File: src/rtl/mult_div_unit.sv
// mult_div_unit: iterative multiply/divide unit owning the HI/LO pair.
// Executes MULT, MULTU, DIV, DIVU (one radix-2 step per clock) and MTHI/MTLO.
//
// Ports:
//   clk          system clock, rising edge
//   reset        asynchronous active-high reset
//   start        request strobe, sampled on the rising edge of clk
//   op           000 MULT, 001 MULTU, 010 DIV, 011 DIVU, 100 MTHI, 101 MTLO
//   a, b         rs / rt operands
//   busy         high while a mult/div is in flight
//   done         one-cycle pulse when HI/LO receive a mult/div result
//   div_by_zero  pulses together with done when a divide had b == 0
//   hi, lo       HI and LO registers
//
// State table:
//   state | meaning
//   IDLE  | waiting for start; MTHI/MTLO write HI/LO directly
//   CALC  | one shift-add / shift-subtract step per cycle, WIDTH steps
//   FIX   | sign correction, HI/LO write, done pulse
module mult_div_unit #(
  parameter int WIDTH = 32
) (
  input  logic             clk,
  input  logic             reset,
  input  logic             start,
  input  logic [2:0]       op,
  input  logic [WIDTH-1:0] a,
  input  logic [WIDTH-1:0] b,
  output logic             busy,
  output logic             done,
  output logic             div_by_zero,
  output logic [WIDTH-1:0] hi,
  output logic [WIDTH-1:0] lo
);

  localparam int CW = $clog2(WIDTH);

  localparam logic [2:0] OP_MULT  = 3'b000;
  localparam logic [2:0] OP_MULTU = 3'b001;
  localparam logic [2:0] OP_DIV   = 3'b010;
  localparam logic [2:0] OP_DIVU  = 3'b011;
  localparam logic [2:0] OP_MTHI  = 3'b100;
  localparam logic [2:0] OP_MTLO  = 3'b101;

  typedef enum logic [1:0] {
    IDLE = 2'd0,
    CALC = 2'd1,
    FIX  = 2'd2
  } state_t;

  state_t             state;
  logic [CW-1:0]      cnt;
  logic [2*WIDTH-1:0] acc;      // product, or quotient in the low half
  logic [WIDTH-1:0]   rem;      // partial remainder (always < divisor)
  logic [WIDTH-1:0]   opnd;     // multiplicand magnitude or divisor magnitude
  logic [WIDTH-1:0]   a_raw;    // original dividend, returned in HI on divide by zero
  logic               is_div;
  logic               neg_q;    // negate product / quotient
  logic               neg_r;    // negate remainder
  logic               dz;

  logic               signed_op;
  logic [WIDTH-1:0]   a_mag;
  logic [WIDTH-1:0]   b_mag;
  logic [WIDTH:0]     mul_sum;
  logic [WIDTH:0]     div_shift;
  logic [WIDTH-1:0]   div_diff;
  logic               div_fits;
  logic [2*WIDTH-1:0] prod_fix;
  logic [WIDTH-1:0]   quo_fix;
  logic [WIDTH-1:0]   rem_fix;

  always_comb begin
    signed_op = (op == OP_MULT) || (op == OP_DIV);
    a_mag     = (signed_op && a[WIDTH-1]) ? -a : a;
    b_mag     = (signed_op && b[WIDTH-1]) ? -b : b;

    mul_sum   = {1'b0, acc[2*WIDTH-1:WIDTH]} + (acc[0] ? {1'b0, opnd} : {(WIDTH+1){1'b0}});

    // The shifted remainder can need WIDTH+1 bits, but whenever the divisor
    // fits the difference is below the divisor, so WIDTH bits hold it.
    div_shift = {rem, acc[WIDTH-1]};
    div_fits  = (div_shift >= {1'b0, opnd});
    div_diff  = div_shift[WIDTH-1:0] - opnd;

    prod_fix  = neg_q ? -acc : acc;
    quo_fix   = neg_q ? -acc[WIDTH-1:0] : acc[WIDTH-1:0];
    rem_fix   = neg_r ? -rem : rem;
  end

  always_ff @(posedge clk or posedge reset) begin
    if (reset) begin
      state       <= IDLE;
      cnt         <= '0;
      acc         <= '0;
      rem         <= '0;
      opnd        <= '0;
      a_raw       <= '0;
      is_div      <= 1'b0;
      neg_q       <= 1'b0;
      neg_r       <= 1'b0;
      dz          <= 1'b0;
      busy        <= 1'b0;
      done        <= 1'b0;
      div_by_zero <= 1'b0;
      hi          <= '0;
      lo          <= '0;
    end else begin
      done        <= 1'b0;
      div_by_zero <= 1'b0;
      case (state)
        IDLE: begin
          if (start) begin
            case (op)
              OP_MULT, OP_MULTU: begin
                opnd   <= a_mag;
                acc    <= {{WIDTH{1'b0}}, b_mag};
                rem    <= '0;
                is_div <= 1'b0;
                neg_q  <= signed_op && (a[WIDTH-1] ^ b[WIDTH-1]);
                neg_r  <= 1'b0;
                dz     <= 1'b0;
                cnt    <= CW'(WIDTH - 1);
                busy   <= 1'b1;
                state  <= CALC;
              end
              OP_DIV, OP_DIVU: begin
                opnd   <= b_mag;
                acc    <= {{WIDTH{1'b0}}, a_mag};
                rem    <= '0;
                a_raw  <= a;
                is_div <= 1'b1;
                neg_q  <= signed_op && (a[WIDTH-1] ^ b[WIDTH-1]);
                neg_r  <= signed_op && a[WIDTH-1];
                dz     <= (b == '0);
                cnt    <= CW'(WIDTH - 1);
                busy   <= 1'b1;
                state  <= CALC;
              end
              OP_MTHI: hi <= a;
              OP_MTLO: lo <= a;
              default: ;
            endcase
          end
        end

        CALC: begin
          if (is_div) begin
            rem              <= div_fits ? div_diff : div_shift[WIDTH-1:0];
            acc[WIDTH-1:0]   <= {acc[WIDTH-2:0], div_fits};
          end else begin
            acc <= {mul_sum, acc[WIDTH-1:1]};
          end
          if (cnt == '0) begin
            state <= FIX;
          end else begin
            cnt <= cnt - CW'(1);
          end
        end

        FIX: begin
          if (is_div) begin
            if (dz) begin
              hi          <= a_raw;
              lo          <= '1;
              div_by_zero <= 1'b1;
            end else begin
              hi <= rem_fix;
              lo <= quo_fix;
            end
          end else begin
            {hi, lo} <= prod_fix;
          end
          done  <= 1'b1;
          busy  <= 1'b0;
          state <= IDLE;
        end

        default: state <= IDLE;
      endcase
    end
  end

endmodule

File: config.mk
export PLATFORM = sky130hd
export DESIGN_NAME = mult_div_unit
export DESIGN_NICKNAME = d
export VERILOG_FILES = /design/src/rtl/mult_div_unit.sv
export SDC_FILE = /design/constraint.sdc
export NUM_CORES = 1
export LEC_CHECK = 0
export ABC_AREA = 1
export ABC_CLOCK_PERIOD_IN_PS = 18450
export CORE_ASPECT_RATIO = 1.4
export CORE_MARGIN = 2
export CORE_UTILIZATION = 40
export DETAILED_ROUTE_END_ITERATION = 8
export DONT_BUFFER_PORTS = 1
export GPL_TIMING_DRIVEN = 1
export SLEW_MARGIN = 20
export SYNTH_ARGS = -nofsm -noshare
export SYNTH_HDL_FRONTEND = slang
export SYNTH_SLANG_ARGS = --single-unit
File: constraint.sdc
create_clock -name clk -period 18.45 [get_ports clk]
set_input_delay 3.69 -clock clk [delete_from_list [all_inputs] [get_ports clk]]
set_output_delay 3.69 -clock clk [all_outputs]
set_load 0.01 [all_outputs]
==> reports/summary.log <==
qor: hold_path.holdCritStartpoint a_raw[2]
qor: final_layout.finish.cell_count_without_fillers 3,967
qor: floorplan.die_height 274 microns
qor: routing.wl_per_cell 23.7 microns
qor: placement.buffer_ports.inserted 0
qor: clocking.worstSkewPairLatency 0.59 ns
qor: yosys.fraction_of_synthesized_cell_area_in_xor_and_xnor_cells 2.23%
qor: setup_path.critical_path.endpoint_type flop
qor: yosys.ys_warn_count 0
qor: setup_path.cp.depth 9
qor: setup_path.crit_chain inv_1, nand2_1, nor2_4, clkinv_1, a21oi_1, xor2_1, nand2_1, nand3_1, a22oi_1
qor: placement.place_congestion 1.06
qor: setup_path.startpoint_type input pin
qor: final_layout.area_occupied_by_multi_input_gates 12,900 sq um
qor: yosys.synth_mux_area_share 0%
qor: clocking.htree_num_levels 1
qor: power.power.density 188 nW/um^2
qor: final_layout.n_antenna_cell 0
qor: setup_path.timing.critical_path.to acc[13]
qor: clocking.postCtsResizedCells 0
qor: clocking.total_cts_buffers 27
qor: yosys.post_synth_design_cell_area 20,800 sq um
qor: routing.detailed_route_via_count 23,300
qor: yosys.synth_area_leaders sky130_fd_sc_hd__dfrtp_1 29%, sky130_fd_sc_hd__nand2_1 16%, sky130_fd_sc_hd__nor2_1 9.6%, sky130_fd_sc_hd__nand3_1 8.7%, sky130_fd_sc_hd__inv_1 6.3%
qor: yosys.postSynthNetCount 3,511
qor: flow_run.max-cap-violations 0
qor: sta.setup_violations 0
qor: global_routing.antenna_found_initial 7
qor: sta.timing.hold.ws 0.486 ns
qor: global_routing.first_pass_grt_wire_length 137,000 microns
qor: global_routing.grt_start_max_net_pins 98
qor: placement.detailed_place_hpwl 74,700 microns
qor: setup_path.worst_r2r_endpoint rem[29]
qor: sta.grt_setup_unrepaired false
qor: final_layout.nFillCells 5,733
qor: yosys.synth_top_family_by_area simple AND/OR/NAND/NOR gates
qor: yosys.synth-edff-count 0
qor: clocking.cts_hold_buf 0
qor: setup_path.rr_startpoint opnd[16]
qor: routing.antenna_violating_nets_post_route 0
qor: setup_path.worst-r2r-cell-count 13
qor: run_status.run_status complete, no violations
qor: setup_path.rrSetupSlack 14.88 ns
qor: setup_path.cp_max_fo 31
qor: setup_path.crit_path_start op[2]
qor: yosys.synth_sequential_area_ratio 28.6%
qor: final_layout.most-common-layout-cells 904 x sky130_fd_sc_hd__nand2_1, 531 x sky130_fd_sc_hd__nor2_1, 360 x sky130_fd_sc_hd__nand3_1, 347 x sky130_fd_sc_hd__inv_1, 236 x sky130_fd_sc_hd__dfrtp_1
qor: clocking.clock_sink_count 238
qor: power.static-leakage-power 10.7 nW
qor: setup_path.max_stage_delay 0.58 ns
qor: routing.detail_route.drc_violations 0
qor: floorplan.initial_utilization 40.6%
qor: global_routing.first_global_vias 22,000
qor: floorplan.die_area 53,900 sq um
qor: sta.finalCritPeriodShare 29.1%
qor: yosys.share_of_synthesized_flip_flops_with_an_asynchronous_set_or_reset 100%
qor: sta.hold_violations 0
qor: hold_path.hold_class reg -> reg
qor: routing.detailedRoute.firstPassIterationCount 6
qor: yosys.synth_area_per_cell 6.18 sq um
qor: setup_path.path_common_cell sky130_fd_sc_hd__nand2_1
qor: yosys.synth_top_area_cell sky130_fd_sc_hd__dfrtp_1
qor: setup_path.cp_top_family simple AND/OR/NAND/NOR gates
qor: final_layout.fraction_of_layout_cells_with_a_size_suffix_above_1 4.40%
qor: global_routing.grt_use_total 34.1%
qor: global_routing.grt.overflow.total 0
qor: floorplan.die_x 197 microns
qor: sta.slew_headroom 29.2%
qor: final_layout.seqCellArea 5960 sq um
qor: yosys.post_synth_fa_ha_maj_area_fraction 4.40%
qor: setup_path.cp.arrival 5.82 ns
qor: final_layout.final_standard_cell_area_without_fillers 22,200 sq um
qor: sta.drv_slew 0
qor: final_layout.layout.nets 3,439
qor: clocking.worst_setup_hold_path_clk_slew 0.07 ns
qor: floorplan.core.rowCount 98
qor: routing.wl 93,900 microns
qor: final_layout.areaGrowthSynthToFinish 6.66%
qor: yosys.ys_ff_latch 238
qor: sta.worstMarginPinSlew 1.06 ns
qor: setup_path.crit_slowest_cell sky130_fd_sc_hd__nor2_4
qor: placement.dp_slack 12.08 ns
qor: setup_path.critical_path.n_buffers_inverters 2
qor: clocking.tritoncts yes
qor: floorplan.pin_count 137
qor: routing.ratio_of_routed_vias_to_standard_cells 5.87
qor: yosys.synth_cell_types 59
qor: yosys.synth-simple-area-share 38.5%
qor: floorplan.placeable_area 51,300 sq um
qor: yosys.synth-compound-area-share 16.8%
qor: sta.layout_min_cycle_time 5.37 ns
qor: routing.first_iter_violations 2,412
qor: final_layout.final_common_cell sky130_fd_sc_hd__nand2_1
qor: power.vdd_ir_drop_max 0.0746 mV
qor: setup_path.cp.required 18.90 ns
qor: sta.final.setup_skew 0.0313 ns
qor: placement.numPlacedInstances 3,917
qor: yosys.synth.top_cell.area_share 28.6%
qor: placement.dpl_cell_area 21,200 sq um
qor: clocking.cts-root-buf sky130_fd_sc_hd__clkbuf_16
qor: sta.max_clock_freq 186 MHz
qor: clocking.clockBufferDepth 3
qor: yosys.synthCells 3,369
qor: sta.fin_ws 13.08 ns
qor: clocking.post_cts_buffers 0
qor: setup_path.critical_path_class in -> reg
qor: sta.final.setup.tns 0 ns
qor: yosys.yosys_most_used_dff sky130_fd_sc_hd__dfrtp_1
## Yosys cell counts, types with 13 or more instances
| master | count |
|---|---|
| sky130_fd_sc_hd__a21oi_1 | 225 |
| sky130_fd_sc_hd__a221oi_1 | 16 |
| sky130_fd_sc_hd__a221oi_2 | 15 |
| sky130_fd_sc_hd__a22oi_1 | 15 |
| sky130_fd_sc_hd__buf_2 | 44 |
| sky130_fd_sc_hd__clkbuf_1 | 49 |
| sky130_fd_sc_hd__dfrtp_1 | 238 |
| sky130_fd_sc_hd__ha_1 | 70 |
| sky130_fd_sc_hd__inv_1 | 348 |
| sky130_fd_sc_hd__nand2_1 | 904 |
| sky130_fd_sc_hd__nand3_1 | 360 |
| sky130_fd_sc_hd__nand3b_1 | 16 |
| sky130_fd_sc_hd__nand4_1 | 31 |
| sky130_fd_sc_hd__nor2_1 | 533 |
| sky130_fd_sc_hd__nor3_1 | 21 |
| sky130_fd_sc_hd__o211ai_1 | 18 |
| sky130_fd_sc_hd__o21ai_0 | 229 |
| sky130_fd_sc_hd__o21ai_1 | 15 |
| sky130_fd_sc_hd__o22ai_1 | 19 |
| sky130_fd_sc_hd__or2_2 | 14 |
| sky130_fd_sc_hd__xnor2_1 | 13 |
| sky130_fd_sc_hd__xor2_1 | 40 |
## registers in the layout (all words and copies together) (netlist names)
signal / count
busy: 1
rem: 32
neg_q: 1
hi: 32
opnd: 32
neg_r: 1
is_div: 1
acc: 64
dz: 1
lo: 32
state: 2
div_by_zero: 1
cnt: 5
a_raw: 32
done: 1
## area by class of cell
class	count	share of cell area, %
well taps	650	3.66
repair buffers	20	0.766
clock inverters	17	1.16
multi-input cells	2648	58.2
inverters	362	6.18
flip-flops and latches	238	26.8
clock buffers	32	3.22
## worst reg2reg max path: stages, from the launching register on
cell,delay (ns)
sky130_fd_sc_hd__dfrtp_1,0.51
sky130_fd_sc_hd__inv_1,0.25
sky130_fd_sc_hd__ha_1,0.40
sky130_fd_sc_hd__a21oi_1,0.23
sky130_fd_sc_hd__o21ai_0,0.18
sky130_fd_sc_hd__a21oi_1,0.23
sky130_fd_sc_hd__inv_1,0.06
sky130_fd_sc_hd__nand2_1,0.09
sky130_fd_sc_hd__nand3_1,0.12
sky130_fd_sc_hd__nand2_2,0.60
sky130_fd_sc_hd__nand2_4,0.43
sky130_fd_sc_hd__nand2_1,0.22
sky130_fd_sc_hd__nand3_1,0.08
sky130_fd_sc_hd__nand2_1,0.09
## cell families after synthesis
logic type,after synthesis
xor gates and xnor gates,53
AOI/OAI and AO/OA,605
buffers and inverters,483
and+or+nand+nor,1918
DFF,238
adders and majority gates,72
## metrics by stage
step           power [mW]  utilization (%)
6_report             4.17             43.3
2_1_floorplan        2.68                -
5_1_grt              4.46             43.3
3_3_place_gp         3.48             41.4
3_5_place_dp         3.49             41.4
4_1_cts              4.10             43.2
## power breakdown
group          switching, mW  internal [mW]
combinational           1.62          0.747
clock                  0.252          0.361
sequential             0.430          0.762
## metal layers
metal  global-route usage (%)  up-vias  part of all wire (%)  routed length, microns
met5                        0        -                 0.082                      77
met4                     24.6       12                   8.4                    7900
met3                     6.95      322                   9.4                    8780
met2                     55.6     1187                    46                   42800
met1                     40.0    10900                    37                   34300
li1                         -    10900                     -                       -
## worst min path at each step
stage / to / slack, ns / depth (start not counted)
4_1_cts: a_raw[2] / 0.48 / 2
5_1_grt: a_raw[13] / 0.52 / 2
6_report: a_raw[2] / 0.49 / 2
2_1_floorplan: a_raw[0] / 0.45 / 2
3_3_place_gp: a_raw[0] / 0.46 / 2
3_5_place_dp: a_raw[2] / 0.47 / 2
No activity file was read; power rests on OpenSTA's default activity.
